--- config.mk ---
export PLATFORM = sky130hd
export DESIGN_NAME = ah_div_pipe_param
export DESIGN_NICKNAME = d
export VERILOG_FILES = /design/src/rtl/ah_div_pkg.sv /design/src/rtl/ah_div_stage.sv /design/src/rtl/ah_div_pipe_param.sv
export SDC_FILE = /design/constraint.sdc
export NUM_CORES = 2
export LEC_CHECK = 0
export ABC_CLOCK_PERIOD_IN_PS = 35900
export CAP_MARGIN = 10
export CORE_ASPECT_RATIO = 2
export CORE_UTILIZATION = 66
export CTS_BUF_LIST = sky130_fd_sc_hd__clkbuf_8
export DETAILED_ROUTE_END_ITERATION = 12
export PLACE_DENSITY = 0.83
export SYNTH_ARGS = -nofsm -noshare
export SYNTH_HDL_FRONTEND = slang
export SYNTH_SLANG_ARGS = --single-unit
--- constraint.sdc ---
create_clock -name clk -period 35.9 [get_ports clk]
set_input_delay 3.59 -clock clk [delete_from_list [all_inputs] [get_ports clk]]
set_output_delay 3.59 -clock clk [all_outputs]
set_load 0.02 [all_outputs]
--- src/rtl/ah_div_pkg.sv ---
// Shared definitions for the pipelined restoring divider: stage count, config check, per-stage flag record.
package ah_div_pkg;

    function automatic int calc_nstage(input int width, input int bits_per_stage);
        return width / bits_per_stage;
    endfunction

    function automatic bit cfg_ok(input int width, input int bits_per_stage);
        return (bits_per_stage > 0) && (width >= bits_per_stage) && ((width % bits_per_stage) == 0);
    endfunction

    // Control bits that travel with each operation alongside its datapath fields.
    typedef struct packed {
        logic valid;
        logic qneg;
        logic rneg;
        logic dbz;
        logic ovf;
    } div_flags_t;

endpackage

--- src/rtl/ah_div_stage.sv ---
// One registered restoring-division iteration: resolves BITS_PER_STAGE quotient bits MSB-first.
module ah_div_stage
    import ah_div_pkg::*;
#(
    parameter int WIDTH          = 32,
    parameter int BITS_PER_STAGE = 4,
    parameter int TAG_W          = 4
) (
    input  logic               clk,
    input  logic               rstn,
    input  logic               en,
    input  logic               clr,
    input  logic [2*WIDTH-1:0] prev_pr,
    input  logic [WIDTH-1:0]   prev_dvs,
    input  div_flags_t         prev_flags,
    input  logic [TAG_W-1:0]   prev_tag,
    output logic [2*WIDTH-1:0] pr,
    output logic [WIDTH-1:0]   dvs,
    output div_flags_t         flags,
    output logic [TAG_W-1:0]   tag
);

    // Partial remainder layout: upper half is the running remainder, lower half holds the
    // dividend bits still to be consumed; quotient bits fill the vacated low end.
    logic [2*WIDTH-1:0] pr_next;
    logic [WIDTH:0]     trial;

    // NOTE: blocking assignments inside always_comb chain the per-bit iterations within one cycle.
    always_comb begin
        pr_next = prev_pr;
        trial   = '0;
        for (int i = 0; i < BITS_PER_STAGE; i++) begin
            trial   = {pr_next[2*WIDTH-1:WIDTH], pr_next[WIDTH-1]};
            pr_next = {pr_next[2*WIDTH-2:0], 1'b0};
            if (trial >= {1'b0, prev_dvs}) begin
                trial      = trial - {1'b0, prev_dvs};
                pr_next[0] = 1'b1;
            end
            pr_next[2*WIDTH-1:WIDTH] = trial[WIDTH-1:0];
        end
    end

    // NOTE: last non-blocking write wins, so clr overrides the enabled load of the valid bit.
    always_ff @(posedge clk or negedge rstn) begin
        if (!rstn) begin
            flags <= '0;
        end else begin
            if (en)  flags       <= prev_flags;
            if (clr) flags.valid <= 1'b0;
        end
    end

    // NOTE: datapath registers carry no reset; only the valid bit decides whether they matter.
    always_ff @(posedge clk) begin
        if (en) begin
            pr  <= pr_next;
            dvs <= prev_dvs;
            tag <= prev_tag;
        end
    end

endmodule

--- src/rtl/ah_div_pipe_param.sv ---
// Parametrised pipelined signed/unsigned divider with tag, backpressure and dbz/overflow flags.
// Optional synchronous pipeline flush port enabled by defining AH_DIV_PIPE_FLUSH_EN.
module ah_div_pipe_param
    import ah_div_pkg::*;
#(
    parameter int WIDTH          = 32,
    parameter int BITS_PER_STAGE = 4,
    parameter int TAG_W          = 4
) (
    input  logic             clk,
    input  logic             rstn,
`ifdef AH_DIV_PIPE_FLUSH_EN
    input  logic             flush,
`endif
    input  logic             in_valid,
    output logic             in_ready,
    input  logic             in_signed,
    input  logic [WIDTH-1:0] dividend,
    input  logic [WIDTH-1:0] divisor,
    input  logic [TAG_W-1:0] in_tag,
    output logic             out_valid,
    input  logic             out_ready,
    output logic [WIDTH-1:0] quotient,
    output logic [WIDTH-1:0] remainder,
    output logic [TAG_W-1:0] out_tag,
    output logic             div_by_zero,
    output logic             overflow
);

    localparam int               NSTAGE  = calc_nstage(WIDTH, BITS_PER_STAGE);
    localparam logic [WIDTH-1:0] MIN_VAL = {1'b1, {(WIDTH-1){1'b0}}};

    generate
        if (!cfg_ok(WIDTH, BITS_PER_STAGE)) begin : g_cfg_err
            $error("ah_div_pipe_param: WIDTH must be a non-zero multiple of BITS_PER_STAGE");
        end
    endgenerate

    logic stall, en, clr;

    assign stall = out_valid && !out_ready;
    assign en    = !stall;
`ifdef AH_DIV_PIPE_FLUSH_EN
    assign clr   = flush;
`else
    assign clr   = 1'b0;
`endif
    assign in_ready = !stall && !clr;

    // Input stage: fold signs away so the iteration stages only see magnitudes.
    logic             neg_a, neg_b;
    logic [WIDTH-1:0] abs_a, abs_b;
    div_flags_t       in_flags;

    always_comb begin
        neg_a          = in_signed && dividend[WIDTH-1];
        neg_b          = in_signed && divisor[WIDTH-1];
        abs_a          = neg_a ? -dividend : dividend;
        abs_b          = neg_b ? -divisor : divisor;
        in_flags.valid = in_valid && in_ready;
        in_flags.qneg  = neg_a ^ neg_b;
        in_flags.rneg  = neg_a;
        in_flags.dbz   = (divisor == '0);
        in_flags.ovf   = in_signed && (dividend == MIN_VAL) && (divisor == '1);
    end

    logic [2*WIDTH-1:0] s0_pr;
    logic [WIDTH-1:0]   s0_dvs;
    div_flags_t         s0_flags;
    logic [TAG_W-1:0]   s0_tag;

    always_ff @(posedge clk or negedge rstn) begin
        if (!rstn) begin
            s0_flags <= '0;
        end else begin
            if (en)  s0_flags       <= in_flags;
            if (clr) s0_flags.valid <= 1'b0;
        end
    end

    always_ff @(posedge clk) begin
        if (en) begin
            s0_pr  <= {{WIDTH{1'b0}}, abs_a};
            s0_dvs <= abs_b;
            s0_tag <= in_tag;
        end
    end

    // Index 0 is the input stage; index k is the output of iteration stage k.
    logic [2*WIDTH-1:0] pr    [NSTAGE+1];
    logic [WIDTH-1:0]   dvs   [NSTAGE+1];
    div_flags_t         flags [NSTAGE+1];
    logic [TAG_W-1:0]   tag   [NSTAGE+1];

    assign pr[0]    = s0_pr;
    assign dvs[0]   = s0_dvs;
    assign flags[0] = s0_flags;
    assign tag[0]   = s0_tag;

    generate
        for (genvar k = 0; k < NSTAGE; k++) begin : g_stage
            ah_div_stage #(
                .WIDTH          (WIDTH),
                .BITS_PER_STAGE (BITS_PER_STAGE),
                .TAG_W          (TAG_W)
            ) u_stage (
                .clk        (clk),
                .rstn       (rstn),
                .en         (en),
                .clr        (clr),
                .prev_pr    (pr[k]),
                .prev_dvs   (dvs[k]),
                .prev_flags (flags[k]),
                .prev_tag   (tag[k]),
                .pr         (pr[k+1]),
                .dvs        (dvs[k+1]),
                .flags      (flags[k+1]),
                .tag        (tag[k+1])
            );
        end
    endgenerate

    // Output stage: restore signs; divide-by-zero forces an all-ones quotient regardless of sign.
    div_flags_t       fin;
    logic [WIDTH-1:0] quo_raw, rem_raw;

    assign fin     = flags[NSTAGE];
    assign quo_raw = pr[NSTAGE][WIDTH-1:0];
    assign rem_raw = pr[NSTAGE][2*WIDTH-1:WIDTH];

    always_ff @(posedge clk or negedge rstn) begin
        if (!rstn) begin
            out_valid   <= 1'b0;
            quotient    <= '0;
            remainder   <= '0;
            out_tag     <= '0;
            div_by_zero <= 1'b0;
            overflow    <= 1'b0;
        end else begin
            if (en) begin
                out_valid   <= fin.valid;
                quotient    <= fin.dbz ? '1 : (fin.qneg ? -quo_raw : quo_raw);
                remainder   <= fin.rneg ? -rem_raw : rem_raw;
                out_tag     <= tag[NSTAGE];
                div_by_zero <= fin.valid && fin.dbz;
                overflow    <= fin.valid && fin.ovf;
            end
            if (clr) out_valid <= 1'b0;
        end
    end

endmodule

==> results of run 1 <==
-- synth_stat cells, types with 23 or more instances --
cell type and n:
inv_1 654, a21boi_0 51, o31a_1 37, edfxtp_1 836, o221ai_1 26, a211oi_1 88, o31ai_1 76, o21a_1 142
mux2_1 57, a221o_1 23, nand3_1 177, mux2i_1 67, or2_2 36, a31oi_1 97, a31o_2 26, and3_1 76
o41ai_1 31, xor2_1 329, a211o_1 30, dfrtp_1 116, fa_1 31, clkbuf_1 137, nor3_1 185, a21oi_1 919
mux2_2 494, a21o_1 473, or3_1 64, o21bai_1 134, ha_1 999, nand2b_1 134, buf_2 53, nand4_1 158
nor2b_1 128, and4_1 29, o21ai_0 644, and2_1 54, o211ai_1 49, xnor2_1 589, nor2_1 698, nor4_1 56
nand2_1 824
-- layer usage --
metal | track usage | GRT overflow
met2 | 0.9877 | 1648
met1 | 0.7070 | 18
met3 | 0.5753 | 22
met5 | 0.2588 | 4
met4 | 0.8404 | 685
-- stage by stage --
| stage | hold slack (ps) | cell area (sq um) | worst slack [ps] | utilization |
|---|---|---|---|---|
| 2_1_floorplan | 400.3 | 92220 | 5352 | - |
| 3_3_place_gp | 400.1 | 95770 | 18190 | 0.6921 |
| 3_5_place_dp | 404.5 | 95800 | 18050 | 0.6924 |
| 4_1_cts | 374.1 | 98900 | 18000 | 0.7147 |
-- logic make-up after synthesis --
group,share of synthesized area
compound gates,0.2134
simple gates,0.1402
fa+ha+maj,0.1423
flops,0.3037
xor+xnor,0.08719
buf+inv,0.03836
mux,0.07488
==> impl_metrics.yaml, run 1 <==
clock_network:
  postCtsHoldBufs: 0
  htree_levels: 4
  cts_buffer_depth: 4
  cts-root-buf: "clkbuf_8"
  cts_buffers: 151
  cts_resized: 0
  cts_setup_buffers: 0
  clkSinkCount: 952
yosys:
  synth_flop_cell: "edfxtp_1"
  syn_area_sq_um: 92220
  ys_warn_count: 0
  synth_edf_count: 836
  avgSynthCellArea_sq_um: 9.053
  synthDistinctLibCells: 113
  async_reset_ff_frac: 0.1218
  synthCells: 10187
  synth_top_area_share: 0.2722
  ys_seq_area_frac: 0.3037
  synth_area_leader_cell: "edfxtp_1"
  ys_seq_elements: 952
  synth_area_leaders: "edfxtp_1 (27%), ha_1 (14%), mux2_2 (6.0%), xnor2_1 (5.6%), a21oi_1 (5.0%)"
  synth.net_count: 11290
status:
  outcome: "did not finish"
  stop_stage: "global routing"
  error: "[ERROR GRT-0116] Global routing finished with congestion. Check the congestion regions in the DRC Viewer."
grt:
  grt_use_total: 0.7641
  grt_pass1_vias: 105547
  grt_pass1_wl_microns: 817900
  grt_remaining_overflow: 2377
  grt_start_max_net_pins: 199
floorplan:
  fp-row-count: 193
  start_util: 0.6665
  die_y_microns: 530.6
  die_x_microns: 266.3
  pin_count: 145
placed_design:
  gp_congestion: 1.200
  port_buffers: 144
  dpl.hpwl_microns: 313100
  placed_cells: 12045
==> run 2: changes to the inputs <==
--- a/config.mk
+++ b/config.mk
@@ -7,11 +7,9 @@
 export LEC_CHECK = 0
 export ABC_CLOCK_PERIOD_IN_PS = 35900
 export CAP_MARGIN = 10
-export CORE_ASPECT_RATIO = 2
-export CORE_UTILIZATION = 66
-export CTS_BUF_LIST = sky130_fd_sc_hd__clkbuf_8
+export CORE_UTILIZATION = 40
 export DETAILED_ROUTE_END_ITERATION = 12
-export PLACE_DENSITY = 0.83
+export PLACE_DENSITY_LB_ADDON = 0.15
 export SYNTH_ARGS = -nofsm -noshare
 export SYNTH_HDL_FRONTEND = slang
 export SYNTH_SLANG_ARGS = --single-unit
==> run 2 against run 1 <==
- the flow now finishes without violations
- synthesized cell count unchanged
- synthesized area unchanged
==> impl_metrics.yaml, run 2 <==
worst_setup_path:
  worstPathBufferInverterCount: 11
  criticalPathCategory: "reg2reg"
  worstPathRequired_ps: 36360
  worst-r2r-cell-count: 60
  rr_endpoint: "g_stage[3].u_stage.pr[47]"
  worst_setup_path_start_kind: "flop"
  rr_startpoint: "g_stage[2].u_stage.dvs[1]"
  worstPathMaxFanout: 41
  arrival_ps: 17760
  path_delay_family: "compound AO/OA/AOI/OAI gates"
  cp-end-kind: "flop"
  critPathMaxStageDelay_ps: 910
  cpMaxStageDelayCell: "o31ai_1"
  rrSetupSlack_ps: 18600
  crit_top_cell: "o21ai_0"
run:
  cap_viol_max_count: 0
clock_network:
  clkLatencyLatePin_ps: 780
  cts-root-buf: "clkbuf_16"
  clkSinkCount: 952
  clk_pin_slew_ps: 70
  htree_levels: 3
  cts_buffer_depth: 3
  postCtsHoldBufs: 0
  cts_buffers: 112
  cts_setup_buffers: 0
  cts_tree: "done"
  cts_resized: 0
grt:
  antenna_found_initial: 7
  grt_pass1_vias: 73478
  grt_remaining_overflow: 0
  grt_start_max_net_pins: 184
  grt_use_total: 0.2427
  grt_pass1_wl_microns: 436800
final_layout:
  final_cell_mix: "ha_1 (999), a21oi_1 (919), edfxtp_1 (836)"
  drive_gt1_frac: 0.08275
  finalNetCount: 11373
  final_common_cell: "ha_1"
  largest_register_ffs: 512
  area_growth_pct: 9.531
  reg_top3: "g_stage.u_stage.pr (512), g_stage.u_stage.dvs (224), g_stage.u_stage.flags (40)"
  top_register: "g_stage.u_stage.pr"
  instances_no_fill: 13386
drt:
  drc_errors: 0
  avgRoutedWirePerCell_microns: 21.73
  ant_nets: 0
  drtIter0Drc: 5788
  vias: 77149
  drt_wl_total_microns: 290800
  dr.pass1.iters: 6
  vias_per_cell: 5.763
yosys:
  synth_area_leader_cell: "edfxtp_1"
  synth_area_leaders: "edfxtp_1 (27%), ha_1 (14%), mux2_2 (6.0%), xnor2_1 (5.6%), a21oi_1 (5.0%)"
  synthMostInstantiatedCell: "ha_1"
  ys_warn_count: 0
  ys_seq_elements: 952
  synth_flop_cell: "edfxtp_1"
  async_reset_ff_frac: 0.1218
  synthDistinctLibCells: 113
  synthCells: 10187
  synth_top_area_share: 0.2722
  syn_area_sq_um: 92220
  avgSynthCellArea_sq_um: 9.053
  synth_edf_count: 836
  synthTopCellsByCount: "ha_1 (999), a21oi_1 (919), edfxtp_1 (836)"
  synth.net_count: 11290
  ys_seq_area_frac: 0.3037
min_path:
  whs_endpoint: "g_stage[3].u_stage.pr[31]"
  min_path_type: "reg2reg"
  holdPathStages: 0
  hp-start: "g_stage[2].u_stage.pr[27]"
placed_design:
  dpl.hpwl_microns: 237500
  placed_cells: 13164
  port_buffers: 144
  gp_congestion: 0.9583
sta:
  worst_pin_slew_ps: 1242
  setup-tns-final_ps: 0
  min_period_over_period: 0.4820
  grt_setup_unrepaired: "no"
  period_needed_ps: 17300
  slew_violations: 0
  fin_skew_ps: 69.70
  hold_slack_ps: 365.3
  setup_viol: 0
  slew_headroom: 0.1646
  finalHoldViolCount: 0
  max_freq_mhz: 57.80
status:
  outcome: "complete, no violations"
floorplan:
  die_x_microns: 482.2
  die_y_microns: 482.2
  core_area_sq_um: 228200
  start_util: 0.4042
  fp-row-count: 175
  pin_count: 145
  dieArea_sq_um: 232500
==> run 2: final cells by class <==
cell class / count / area, sq um
sequential: 952 / 28010
clock inverter: 75 / 1077
multi-input combinational: 8344 / 60800
inverter: 663 / 2501
timing repair buffer: 197 / 1871
clock buffer: 137 / 2967
tap: 3009 / 3765
antenna: 9 / 22.52
fill: 22326 / 127100
==> run 2: cells by family (layout without fill, tap and decap cells) <==
| logic type | count (synthesis) | in the layout | synth area share |
|---|---|---|---|
| adders and majority gates | 1030 | 1030 | 0.1423 |
| muxes | 620 | 620 | 0.07488 |
| xor gates and xnor gates | 918 | 918 | 0.08719 |
| DFF | 952 | 952 | 0.3037 |
| and+or+nand+nor | 2706 | 2706 | 0.1402 |
| AOI/OAI and AO/OA | 3070 | 3070 | 0.2134 |
| buffers and inverters | 891 | 1072 | 0.03836 |
| other | 0 | 9 | 0 |
==> run 2: how the worst max path moves through the flow <==
stage                         startpoint                         to  slack (ps)  cells after the start
3_5_place_dp   g_stage[2].u_stage.dvs[1]  g_stage[3].u_stage.pr[47]       19030                     60
3_3_place_gp   g_stage[2].u_stage.dvs[1]  g_stage[3].u_stage.pr[47]       19190                     60
5_1_grt        g_stage[2].u_stage.dvs[1]  g_stage[3].u_stage.pr[47]       17580                     60
2_1_floorplan                  out_ready                   in_ready        5350                      5
6_report       g_stage[2].u_stage.dvs[1]  g_stage[3].u_stage.pr[47]       18600                     60
4_1_cts        g_stage[2].u_stage.dvs[1]  g_stage[3].u_stage.pr[47]       18940                     60
==> run 2: metal layers <==
layer / share of wire / vias up / GRT usage
met5: 0.00011 / - / 0
met1: 0.45 / 36987 / 0.3234
met4: 0.034 / 4 / 0.08297
met2: 0.47 / 1841 / 0.4051
met3: 0.050 / 340 / 0.02897
li1: - / 37977 / -
==> run 2: per-stage QoR <==
stage | util | cell area, sq um | setup slack (ps)
2_1_floorplan | - | 92220 | 5352
3_3_place_gp | 0.4248 | 96930 | 19190
3_5_place_dp | 0.4248 | 96930 | 19030
4_1_cts | 0.4426 | 101000 | 18940
5_1_grt | 0.4426 | 101000 | 17580
6_report | 0.4427 | 101000 | 18600
Power of run 2 is not shown: default switching activity piles up to over one toggle a cycle in this logic, so the estimate is an artifact.
